`src/rtl/uart_rx.sv`:
```
// uart_rx: 8N1 serial receiver with a 2-flop input synchronizer.
// It samples mid-bit using a programmable bit timer, and reports either
// a received byte or a framing error (stop bit low) as single-cycle pulses.
module uart_rx #(
  parameter int CLKS_PER_BIT = 434
) (
  input  logic       clk,
  input  logic       rst,
  input  logic       rx,
  output logic       uart_byte_ready,
  output logic [7:0] uart_byte,
  output logic       framing_error,
  output logic       rx_busy
);

  // Timer compare points.
  // The start bit is checked half a bit in. Data and stop bits are then
  // sampled a full bit period apart, which lands each sample mid-bit.
  localparam logic [15:0] LP_HALF = 16'(CLKS_PER_BIT / 2 - 1);
  localparam logic [15:0] LP_FULL = 16'(CLKS_PER_BIT - 1);

  typedef enum logic [2:0] {
    ST_IDLE  = 3'd0,
    ST_START = 3'd1,
    ST_DATA  = 3'd2,
    ST_STOP  = 3'd3,
    ST_BREAK = 3'd4
  } state_t;

  state_t      r_state, w_state_next;
  logic        r_rx_meta, r_rx_s;
  logic [15:0] r_timer, w_timer_next;
  logic [2:0]  r_index, w_index_next;
  logic [7:0]  r_shift, w_shift_next;
  logic [7:0]  r_byte, w_byte_next;
  logic        r_ready, w_ready_next;
  logic        r_ferr, w_ferr_next;

  // Two-flop synchronizer for the asynchronous line.
  // It resets to the idle (high) level so that a reset cannot fake a start bit.
  always_ff @(posedge clk or posedge rst) begin
    if (rst) begin
      r_rx_meta <= 1'b1;
      r_rx_s    <= 1'b1;
    end else begin
      r_rx_meta <= rx;
      r_rx_s    <= r_rx_meta;
    end
  end

  // State and datapath registers. Pulses are registered, so each pulse
  // appears on the cycle after its stop-bit sample.
  always_ff @(posedge clk or posedge rst) begin
    if (rst) begin
      r_state <= ST_IDLE;
      r_timer <= '0;
      r_index <= '0;
      r_shift <= '0;
      r_byte  <= '0;
      r_ready <= 1'b0;
      r_ferr  <= 1'b0;
    end else begin
      r_state <= w_state_next;
      r_timer <= w_timer_next;
      r_index <= w_index_next;
      r_shift <= w_shift_next;
      r_byte  <= w_byte_next;
      r_ready <= w_ready_next;
      r_ferr  <= w_ferr_next;
    end
  end

  // Next-state, bit timing and sampling decisions.
  always_comb begin
    w_state_next = r_state;
    w_timer_next = r_timer;
    w_index_next = r_index;
    w_shift_next = r_shift;
    w_byte_next  = r_byte;
    w_ready_next = 1'b0;
    w_ferr_next  = 1'b0;
    case (r_state)
      ST_IDLE: begin
        w_timer_next = '0;
        if (!r_rx_s) begin
          w_state_next = ST_START;
        end
      end
      ST_START: begin
        if (r_timer == LP_HALF) begin
          w_timer_next = '0;
          if (!r_rx_s) begin
            w_state_next = ST_DATA;
            w_index_next = '0;
          end else begin
            // Line went back high before mid start bit: treat it as noise.
            w_state_next = ST_IDLE;
          end
        end else begin
          w_timer_next = r_timer + 16'd1;
        end
      end
      ST_DATA: begin
        if (r_timer == LP_FULL) begin
          w_timer_next          = '0;
          w_shift_next[r_index] = r_rx_s;
          w_index_next          = r_index + 3'd1;
          if (r_index == 3'd7) begin
            w_state_next = ST_STOP;
          end
        end else begin
          w_timer_next = r_timer + 16'd1;
        end
      end
      ST_STOP: begin
        if (r_timer == LP_FULL) begin
          w_timer_next = '0;
          if (r_rx_s) begin
            w_byte_next  = r_shift;
            w_ready_next = 1'b1;
            w_state_next = ST_IDLE;
          end else begin
            // The last good byte is kept intact on a framing error.
            w_ferr_next  = 1'b1;
            w_state_next = ST_BREAK;
          end
        end else begin
          w_timer_next = r_timer + 16'd1;
        end
      end
      ST_BREAK: begin
        w_timer_next = '0;
        if (r_rx_s) begin
          w_state_next = ST_IDLE;
        end
      end
      default: begin
        w_state_next = ST_IDLE;
        w_timer_next = '0;
      end
    endcase
  end

  assign uart_byte_ready = r_ready;
  assign uart_byte       = r_byte;
  assign framing_error   = r_ferr;
  assign rx_busy         = (r_state != ST_IDLE);

endmodule

```
`config.mk`:
```
export PLATFORM = sky130hd
export DESIGN_NAME = uart_rx
export DESIGN_NICKNAME = d
export VERILOG_FILES = /design/src/rtl/uart_rx.sv
export SDC_FILE = /design/constraint.sdc
export NUM_CORES = 1
export LEC_CHECK = 0
export ABC_AREA = 1
export BUFFER_PORTS_ARGS = -buffer_cell sky130_fd_sc_hd__clkbuf_2
export CAP_MARGIN = 25
export CORE_UTILIZATION = 55
export CTS_CLUSTER_DIAMETER = 150
export CTS_CLUSTER_SIZE = 40
export DETAILED_ROUTE_END_ITERATION = 6
export PLACE_DENSITY = 0.8
export RECOVER_POWER = 100
export SYNTH_ARGS = -nofsm -noshare
export SYNTH_HDL_FRONTEND = slang
export SYNTH_SLANG_ARGS = --single-unit
```
`constraint.sdc`:
```
create_clock -name clk -period 2.9 [get_ports clk]
set_input_delay 0.145 -clock clk [delete_from_list [all_inputs] [get_ports clk]]
set_output_delay 0.145 -clock clk [all_outputs]
set_load 0.01 [all_outputs]
```
Word-level counts from Yosys, hierarchy flattened. Index checks and enable logic that the tools add are counted.

Register bits after elaboration: 42. Output and inout bits: 11.

Reduce and logical (&&, ||, !) cells: 9. $add $sub $neg: 2. Order comparisons: 2. Multiplexer cells: 25. Equal/unequal tests: 14.

Operator list (number): 2-to-1 mux 16 bit (2); one-hot mux 16 bit (2 select lines) (1); 2-to-1 mux 3 bit (10); adder 16 x 1 -> 16 bit, second input constant (1); equality test 16 x 8 -> 1 bit, second input constant (1); equality test 16 x 9 -> 1 bit, second input constant (1); one-hot mux 3 bit (5 select lines) (1); != test 2 bit, second input constant (7); bitwise mux 8 bit (1); 2-to-1 mux 1 bit (7); equality test 3 x 2 -> 1 bit, second input constant (2); equality test 3 bit, second input constant (2); one-hot mux 3 bit (2 select lines) (1); AND reduction 6 bit (1); < comparator 3 x 4 -> 1 bit, second input constant (1); AND reduction 4 bit (1); adder 3 x 1 -> 3 bit, second input constant (1); demux 1 bit (select 3 bit) (1); equality test 3 x 1 -> 1 bit, second input constant (1); >= comparator 3 x 1 -> 1 bit, second input constant (1); zero test 3 bit (1); AND reduction 3 bit (1); nonzero test 3 bit (1); 2-to-1 mux 2 bit (1); other kinds (4) (4).

Depth between registers and ports, before layout. Gate-level depths: netlist of run 1.

Depth in word-level cells: 5. Mapped depth: 13. Mapped depth without buffers: 13.

Worst setup path before layout of run 1. OpenSTA, ideal clock, no wires.

Kind: flip-flop to flip-flop. Start point: register r_timer[1]. End point: register r_byte[1] (netlist: uart_byte[1]). Arrival: 1.388 ns. Stages on the path, launching flop included: 13. Setup slack: 1.393 ns. Path buffers: 1. Cells stage by stage: dfrtp_1 -> inv_1 -> ha_1 -> inv_1 -> nor2_1 -> nand2_2 -> nor2_4 -> nand2_4 -> inv_6 -> nand3_4 -> buf_6 -> nor2_2 -> a21oi_2.

Word-level cells in the longest chain between the ends: 2.

Ends and longest elaborated chain: start, declared (line 32) `logic [15:0] r_timer, w_timer_next;`; start signal, assigned (line 64) `r_timer <= w_timer_next;`; equality test 16 x 9 -> 1 bit (line 116) `if (r_timer == LP_FULL) begin`; AND reduction 3 bit (no source line); end signal, assigned (line 67) `r_byte <= w_byte_next;`; end, declared (line 35) `logic [7:0] r_byte, w_byte_next;`.

No other way between the ends. A chain may end at the register's enable or synchronous reset.

==> results of run 1 <==
-- through the flow --
step	worst slack, ns	total power, mW
finish	0.930	0.994
floorplan	1.39	0.613
global route	0.591	1.04
CTS	1.07	1.01
global placement	1.14	0.620
detailed placement	1.09	0.625
-- registers in the layout (all words and copies together) (netlist names) --
| signal | cells |
|---|---|
| framing_error | 1 |
| r_index | 3 |
| r_rx_meta | 1 |
| r_rx_s | 1 |
| r_shift | 8 |
| r_state | 3 |
| r_timer | 16 |
| uart_byte | 8 |
| uart_byte_ready | 1 |
-- layer usage --
layer	up-vias	share of wire [%]	track usage [%]	wire [um]
li1	934	-	-	-
met1	819	50	32.8	2140
met2	48	45	36.9	1920
met3	6	4.4	5.34	192
met4	0	1.4	7.71	60
met5	-	0	0	0
-- area by class of cell --
type	instances	area [sq um]	area share, %
Timing Repair Buffer	18	82.6	3.37
Multi-Input combinational cell	197	1010	41.4
Tap cell	48	60.1	2.45
Sequential cell	42	1050	43.0
Clock buffer	6	82.6	3.37
Inverter	38	144	5.88
Clock inverter	2	12.5	0.511
-- cell usage after synthesis (2+ instances only) --
cell,n
nand2_1,63
dfrtp_1,40
nor2_1,39
inv_1,35
nand3_1,15
a21oi_1,11
nand4_1,10
o21ai_0,10
a21oi_2,9
nor3_1,8
xor2_1,6
ha_1,5
nand2_2,4
nor2_2,4
and3_1,3
buf_2,2
buf_6,2
clkbuf_1,2
dfstp_2,2
inv_2,2
nand3b_1,2
nor2_4,2
xnor2_1,2
-- critical path, cell delays in order --
cell           delay [ns]
dlygate4sd3_1        0.53
clkbuf_2             0.10
inv_1                0.36
clkbuf_1             0.78
clkbuf_1             0.46
-- cell families after synthesis --
| family | after synthesis |
|---|---|
| flops | 42 |
| buf+inv | 44 |
| simple gates | 153 |
| fa+ha+maj | 5 |
| xor+xnor | 8 |
| compound gates | 31 |
-- power by group through the flow --
stage	Sequential (mW)	Combinational (mW)	Clock [mW]
global route	0.591	0.0229	0.428
detailed placement	0.602	0.0231	0
global placement	0.602	0.0178	0
floorplan	0.600	0.0139	0
CTS	0.590	0.0252	0.396
finish	0.590	0.0190	0.384
-- worst paths after layout --
path / endpoint / cells after the start
worst min register to register: r_rx_s$_DFF_PP1_ / 0
worst max register to register: uart_byte[1]$_DFFE_PP0P_ / 11
max in group clk: uart_byte[1]$_DFFE_PP0P_ / 11
worst max-delay path: r_shift[6]$_DFFE_PP0P_ / 5
min in group asynchronous: r_timer[14]$_DFF_PP0_ / 3
worst min-delay path: r_rx_s$_DFF_PP1_ / 0
==> out/metrics.cfg, run 1 <==
[status]
run_status=complete, no violations

[timing]
hold_slack_ns=0.359
hold_viol=0
rsz0062_at_grt=false
fin_crit_ns=1.97
skew_ns=0.00569
maxSlewViolCount=0
slew_headroom_pct=35.0
fmax_mhz=508
finalSetupViolations=0
tightest_slew_ns=0.975
finalCritPeriodShare_pct=67.9
fin_tns_setup_ns=0

[power]
vdd_drop_max_v=0.000250
pwr-share-comb_pct=1.9
p_leak_nw=1.20
pwr-share-seq_pct=59.4
p_per_area_mw_per_mm2=406
p_sw_share_pct=21.2
clkPwrFrac_pct=38.7
switching_power_mw=0.210
p_int_mw=0.783

[hold_path]
hold_start=r_rx_meta$_DFF_PP1_
hp-class=reg2reg

[layout]
final_common_cell=nand2_1
fill_cells=340
fin_cells=351
nNetsFinal=310
drive_above_1_share_pct=10.6
diodes=0
layout_common_cells=64 x nand2_1, 40 x nor2_1, 40 x dfrtp_1, 36 x inv_1, 15 x nand3_1
fin_util_pct=64.4
synthToLayoutAreaGrowth_pct=7.95
final_area_sq_mm=0.00245

[job]
maxCapViolCount=0

[drt]
drt-wirelength-per-cell_um=12.3
drtAntennaViolNets=0
vias=1807
drc=0
drt-total-wl_mm=4.32
via_per_inst=5.15
drtIter0Drc=101
firstDrtPassIters=4

[clocking]
cts_root_buf=clkbuf_8
h-tree-depth=2
clk_latency_ns=0.29
ctsResizeCount=0
cts_tree=built
hold_buffers=2
cts_inserted_buffers=5
numClockSinks=42
post_cts.repair.setup_buffers=0
cts_buffer_depth=2
clk_pin_slew_worst_paths_ns=0.08

[synthesis]
postSynthCellCount=283
synth_xor_area_share_pct=3.09
synth-main-ff-cell=dfrtp_1
synth-adder-area-share_pct=2.76
ys_seq_elements=42
synth-simple-area-share_pct=31.0
syn_avg_cell_area_sq_um=8.01
synthDistinctLibCells=28
synth_top_cell_area_share_pct=44.2
synth-edff-count=0
seq_area_frac_synth_pct=46.5
synth_mux_area_share_pct=0
synth_top_area_cell=dfrtp_1
synth_top_family_by_area=simple AND/OR/NAND/NOR gates
syn_nets=291
synthTopCellsByArea=dfrtp_1 44%, nand2_1 10%, nor2_1 6.5%
synthesis.area_sq_mm=0.00227
async_flop_share_pct=100
yosys_warnings=0
synth_compound_area_share_pct=8.44

[global_routing]
grt_pass1_wl_mm=7.77
grt_start_max_net_pins=18
grt_antenna_before_repair=0
grtUsageTotal_pct=23.7
grt_pass1_vias=1762
grt-ovfl-total=0

[placement]
gp_congestion=0.834
postPlaceCellArea_sq_mm=0.00239
place_inst=341
portBuffers=13
place_hpwl_mm=3.24

[critical_path]
path_max_fanout=17
crit_arrival_ns=2.38
r2r_slack_ns=1.03
r2r-start=r_timer[1]$_DFF_PP0_
cp_data_required_time_ns=3.31
crit_start=rst
start_kind=primary input
critical_path_class=in2async
end_kind=asynchronous set/reset pin

[die]
die-height_um=66.2
rows=22
core_sq_mm=0.00380
die_x_um=66.2
ios=14
dieArea_sq_mm=0.00438
initial_core_util_pct=59.7

Power figures use the tool's default switching activity.
==> inputs of run 2 (changes only) <==
==> constraint.sdc (replaced) <==
create_clock -name clk -period 1.85 [get_ports clk]
set_input_delay 0.0925 -clock clk [delete_from_list [all_inputs] [get_ports clk]]
set_output_delay 0.0925 -clock clk [all_outputs]
set_load 0.01 [all_outputs]
==> out/metrics.cfg, run 2 (synthesis gave the netlist of run 1 again) <==
[critical_path]
r2r_slack_ns=0.17
start_kind=flip-flop
max_stage_delay_ns=0.40
critical_path_class=reg2reg
crit_arrival_ns=1.84
r2r-start=r_timer[1]$_DFF_PP0_
cp_slowest_cell=dfrtp_1
crit_start=r_timer[1]$_DFF_PP0_
r2r_cells=10
crit_chain=inv_1, ha_1, inv_1, nor2_1, nand2_2, nor2_4, nand2_4, nand2_1, clkbuf_2, a21boi_0
end_kind=flip-flop
path_max_fanout=10
cp_data_required_time_ns=2.02
cpMostUsedCell=inv_1
r2r_end=r_timer[1]$_DFF_PP0_

[clocking]
cts_inserted_buffers=5
numClockSinks=42
cts_root_buf=clkbuf_8
h-tree-depth=2
cts_tree=built
clk_pin_slew_worst_paths_ns=0.08
clk_latency_ns=0.30
post_cts.repair.setup_buffers=0
cts_buffer_depth=2

[placement]
gp_congestion=0.840
portBuffers=13
place_hpwl_mm=3.31

[hold_path]
hold_start=r_rx_meta$_DFF_PP1_
holdPathStages=0
hold_end=r_rx_s$_DFF_PP1_
hp-class=reg2reg

[layout]
drive_above_1_share_pct=12.3
fin_util_pct=66.5
multi_input_area_sq_mm=0.00101
layout_common_cells=63 x nand2_1, 40 x dfrtp_1, 37 x nor2_1, 35 x inv_1, 19 x a21oi_1
fill_cells=326
diodes=0
largest_reg_flops=16
largest_register=r_timer
synthToLayoutAreaGrowth_pct=11.4
final_common_cell=nand2_1
regArea_sq_mm=0.00105
nNetsFinal=315

[drt]
drt-total-wl_mm=4.78
top_layer_used=met4
vias=1895
firstDrtPassIters=4
via_per_inst=5.32
wl_met1_mm=2.36
drt-wirelength-per-cell_um=13.4
drtAntennaViolNets=0
route.met2.wl_mm=2.14
routed-wl-met3_um=234
drtIter0Drc=132
drc=0

[timing]
skew_ns=0.00563
fin_crit_ns=1.68
finalCritPeriodShare_pct=90.7
hold_viol=0
fin_tns_setup_ns=0
rsz0062_at_grt=false
finalSetupViolations=0
slew_headroom_pct=32.9
fmax_mhz=596
maxSlewViolCount=0
tightest_slew_ns=1.01

[global_routing]
grtUsageTotal_pct=24.3
grt_pass1_vias=1808
grt_start_max_net_pins=43
grt_pass1_wl_mm=8.09
grt-ovfl-total=0
grt_antenna_before_repair=0

[die]
dieArea_sq_mm=0.00438
rows=22
initial_core_util_pct=59.7
die-height_um=66.2
ios=14
core_sq_mm=0.00380
die_x_um=66.2

[power]
fin_total_pwr_mw=1.83
p_per_area_mw_per_mm2=725
vdd_drop_max_v=0.000384
p_leak_nw=1.27

[status]
run_status=complete, no violations

[job]
maxCapViolCount=0

[run 2: cell types whose count changed in the layout (fill, tap and decap cells not counted), sizes merged]
cell,before,now
buf,0,4
bufinv,0,2
clkinvlp,2,0
clkbuf,22,21
inv,37,38
nand3,16,17
[run 2: how the worst max path moves through the flow]
stage                               end  slack [ns]  depth (start not counted)
2_1_floorplan  uart_byte[1]$_DFFE_PP0P_        0.34                         12
3_3_place_gp   uart_byte[4]$_DFFE_PP0P_        0.24                         11
3_5_place_dp   uart_byte[4]$_DFFE_PP0P_        0.13                         11
4_1_cts        uart_byte[0]$_DFFE_PP0P_        0.12                         11
5_1_grt          r_index[1]$_DFFE_PP0P_        0.02                         13
6_report           r_timer[1]$_DFF_PP0_        0.17                         10
[run 2: area by class of cell]
class	count	share of cell area [%]
clock inverters	3	2.72
multi-input cells	198	40.0
flip-flops and latches	42	41.7
clock buffers	5	2.72
repair buffers	22	4.61
well taps	48	2.38
inverters	38	5.84
[run 2: per-layer routing]
layer  GRT usage, %  vias up
li1               -      947
met1           34.0      895
met2           38.6       48
met3           5.17        5
met4           5.05        0
met5              0        -
[run 2: repair_timing]
action / in CTS / in global routing
endpoints found under the setup margin: 0 / 5
endpoints found under the hold margin: 41 / 0
hold buffers: 2 / 0
resized for setup: 0 / 2
[run 2: worst max-delay path, delay by kind of cell (launching register included)]
family	cells	cell delay [ns]
AO/OA/AOI/OAI	1	0.14
adder cells (fa/ha/maj)	1	0.15
buffers and inverters	3	0.39
flip-flops	1	0.40
AND/OR/NAND/NOR	5	0.47
[run 2: metrics by stage]
step	instances	area, sq um	setup slack, ns	hold slack, ns
floorplan	283	2270	0.343	0.0970
global placement	345	2400	0.244	0.182
detailed placement	345	2400	0.133	0.181
CTS	355	2560	0.122	0.359
global route	356	2530	0.0172	0.373
finish	356	2530	0.173	0.359
[run 2: where the power goes]
| group | internal (mW) | switching, mW | total, mW |
|---|---|---|---|
| sequential | 0.921 | 0.00193 | 0.923 |
| clock | 0.541 | 0.335 | 0.875 |
| combinational | 0.00752 | 0.0244 | 0.0319 |
==> inputs of run 3 (changes only) <==
--- a/config.mk
+++ b/config.mk
@@ -8,11 +8,12 @@
 export ABC_AREA = 1
 export BUFFER_PORTS_ARGS = -buffer_cell sky130_fd_sc_hd__clkbuf_2
 export CAP_MARGIN = 25
-export CORE_UTILIZATION = 55
+export CORE_MARGIN = 10
+export CORE_UTILIZATION = 38
 export CTS_CLUSTER_DIAMETER = 150
 export CTS_CLUSTER_SIZE = 40
 export DETAILED_ROUTE_END_ITERATION = 6
-export PLACE_DENSITY = 0.8
+export PLACE_DENSITY = 0.61
 export RECOVER_POWER = 100
 export SYNTH_ARGS = -nofsm -noshare
 export SYNTH_HDL_FRONTEND = slang
==> out/metrics.cfg, run 3 (synthesis gave the netlist of run 1 again) <==
[status]
run_status=complete, no violations

[layout]
final_area_sq_mm=0.00258
layout_common_cells=63 x nand2_1, 40 x dfrtp_1, 37 x nor2_1, 35 x inv_1, 15 x nand3_1
nNetsFinal=314
final_common_cell=nand2_1
fill_cells=588
largest_reg_flops=16
fin_cells=382
largest_register=r_timer
diodes=0
synthToLayoutAreaGrowth_pct=13.9
drive_above_1_share_pct=14.7

[critical_path]
crit_chain=inv_1, ha_1, inv_1, nor2_1, nand2_2, nor2_4, nand2_4, inv_6, nand3_4, nor2_1, a21oi_2
max_stage_delay_ns=0.40
worst-path-buf-inv=3
cp_slowest_cell=dfrtp_1
end_kind=flip-flop
start_kind=flip-flop
path_max_fanout=16
crit_arrival_ns=1.86
critical_path_class=reg2reg
cp_top_family=simple AND/OR/NAND/NOR gates
cp_data_required_time_ns=2.03

[drt]
drt-wirelength-per-cell_um=11.5
drtIter0Drc=109
drt-total-wl_mm=4.39
drc=0
via_per_inst=4.69
vias=1792
drtAntennaViolNets=0
firstDrtPassIters=4

[die]
core_sq_mm=0.00585
dieArea_sq_mm=0.00946
initial_core_util_pct=38.8
ios=14
die_x_um=97.2
rows=28
die-height_um=97.2

[timing]
tightest_slew_ns=1.04
finalCritPeriodShare_pct=90.9
hold_viol=0
maxSlewViolCount=0
fmax_mhz=595
rsz0062_at_grt=true
slew_headroom_pct=30.7
skew_ns=0.00819
finalSetupViolations=0
fin_crit_ns=1.68

[clocking]
h-tree-depth=2
numClockSinks=42
post_cts.repair.setup_buffers=0
cts_tree=built
clk_pin_slew_worst_paths_ns=0.08
clk_latency_ns=0.30
cts_buffer_depth=2
cts_inserted_buffers=5
cts_root_buf=clkbuf_8

[power]
fin_total_pwr_mw=1.82
p_sw_share_pct=19.3
p_per_area_mw_per_mm2=705
clkPwrFrac_pct=47.6
pwr-share-comb_pct=1.7
p_leak_nw=1.27
pwr-share-seq_pct=50.7
p_int_mw=1.47
switching_power_mw=0.352
vdd_drop_max_v=0.000288

[global_routing]
grt-ovfl-total=0
grtUsageTotal_pct=9.71
grt_pass1_wl_mm=7.98
grt_start_max_net_pins=43
grt_antenna_before_repair=0
grt_pass1_vias=1790

[placement]
place_hpwl_mm=3.23
gp_congestion=0.866
portBuffers=13
postPlaceCellArea_sq_mm=0.00244
place_inst=372

[hold_path]
hp-class=reg2reg

[job]
maxCapViolCount=0

-- run 3: area by class of cell --
cell class | instances | area [sq um] | share of cell area, %
flip-flops and latches | 42 | 1050 | 40.8
clock buffers | 5 | 68.8 | 2.66
repair buffers | 22 | 119 | 4.60
inverters | 38 | 148 | 5.72
well taps | 75 | 93.8 | 3.63
multi-input cells | 197 | 1030 | 39.9
clock inverters | 3 | 68.8 | 2.66
-- run 3: final timing paths --
kind | from | end | slack (ns) | cells past startpoint
setup / recovery | r_timer[1]$_DFF_PP0_ | uart_byte[4]$_DFFE_PP0P_ | 0.17 | 11
hold / removal | r_rx_meta$_DFF_PP1_ | r_rx_s$_DFF_PP1_ | 0.36 | 0
setup reg to reg | r_timer[1]$_DFF_PP0_ | uart_byte[4]$_DFFE_PP0P_ | 0.17 | 11
hold reg to reg | r_rx_meta$_DFF_PP1_ | r_rx_s$_DFF_PP1_ | 0.36 | 0
max in group asynchronous | rst | r_index[2]$_DFFE_PP0P_ | 0.57 | 4
min in group asynchronous | rst | r_timer[9]$_DFF_PP0_ | 0.65 | 4
-- run 3: per-stage QoR --
stage / setup WS [ns] / setup TNS, ns / hold WS, ns / util, %
floorplan: 0.343 / 0 / 0.0970 / -
global placement: 0.236 / 0 / 0.181 / 41.7
detailed placement: 0.188 / 0 / 0.183 / 41.7
CTS: 0.165 / 0 / 0.360 / 44.4
global route: -0.0111 / -0.0239 / 0.362 / 44.1
finish: 0.169 / 0 / 0.358 / 44.1
-- run 3: worst register-to-register path: cells and delay by family, from the launching register on --
| family | cells | cell delay (ns) |
|---|---|---|
| and+or+nand+nor | 6 | 0.77 |
| DFF | 1 | 0.40 |
| adders and majority gates | 1 | 0.14 |
| buffers and inverters | 3 | 0.22 |
| AOI/OAI and AO/OA | 1 | 0.04 |
-- run 3: layer usage --
metal	up-vias	global-route usage, %	part of all wire (%)
li1	944	-	-
met1	825	12.9	51
met2	18	14.5	44
met3	5	2.63	3.7
met4	0	4.03	1.6
met5	-	0	0
-- run 3: what timing repair did --
item | in CTS | in global routing
hold endpoints to repair | 41 | 0
resized for setup | 0 | 2
hold buffers | 2 | 0
endpoints found under the setup margin | 0 | 2
-- run 3: power groups by stage --
stage,Combinational (mW),Sequential [mW],Clock (mW)
2_1_floorplan,0.0217,0.940,0
6_report,0.0318,0.923,0.866
3_5_place_dp,0.0316,0.941,0
4_1_cts,0.0348,0.923,0.891
5_1_grt,0.0388,0.924,0.914
3_3_place_gp,0.0311,0.941,0
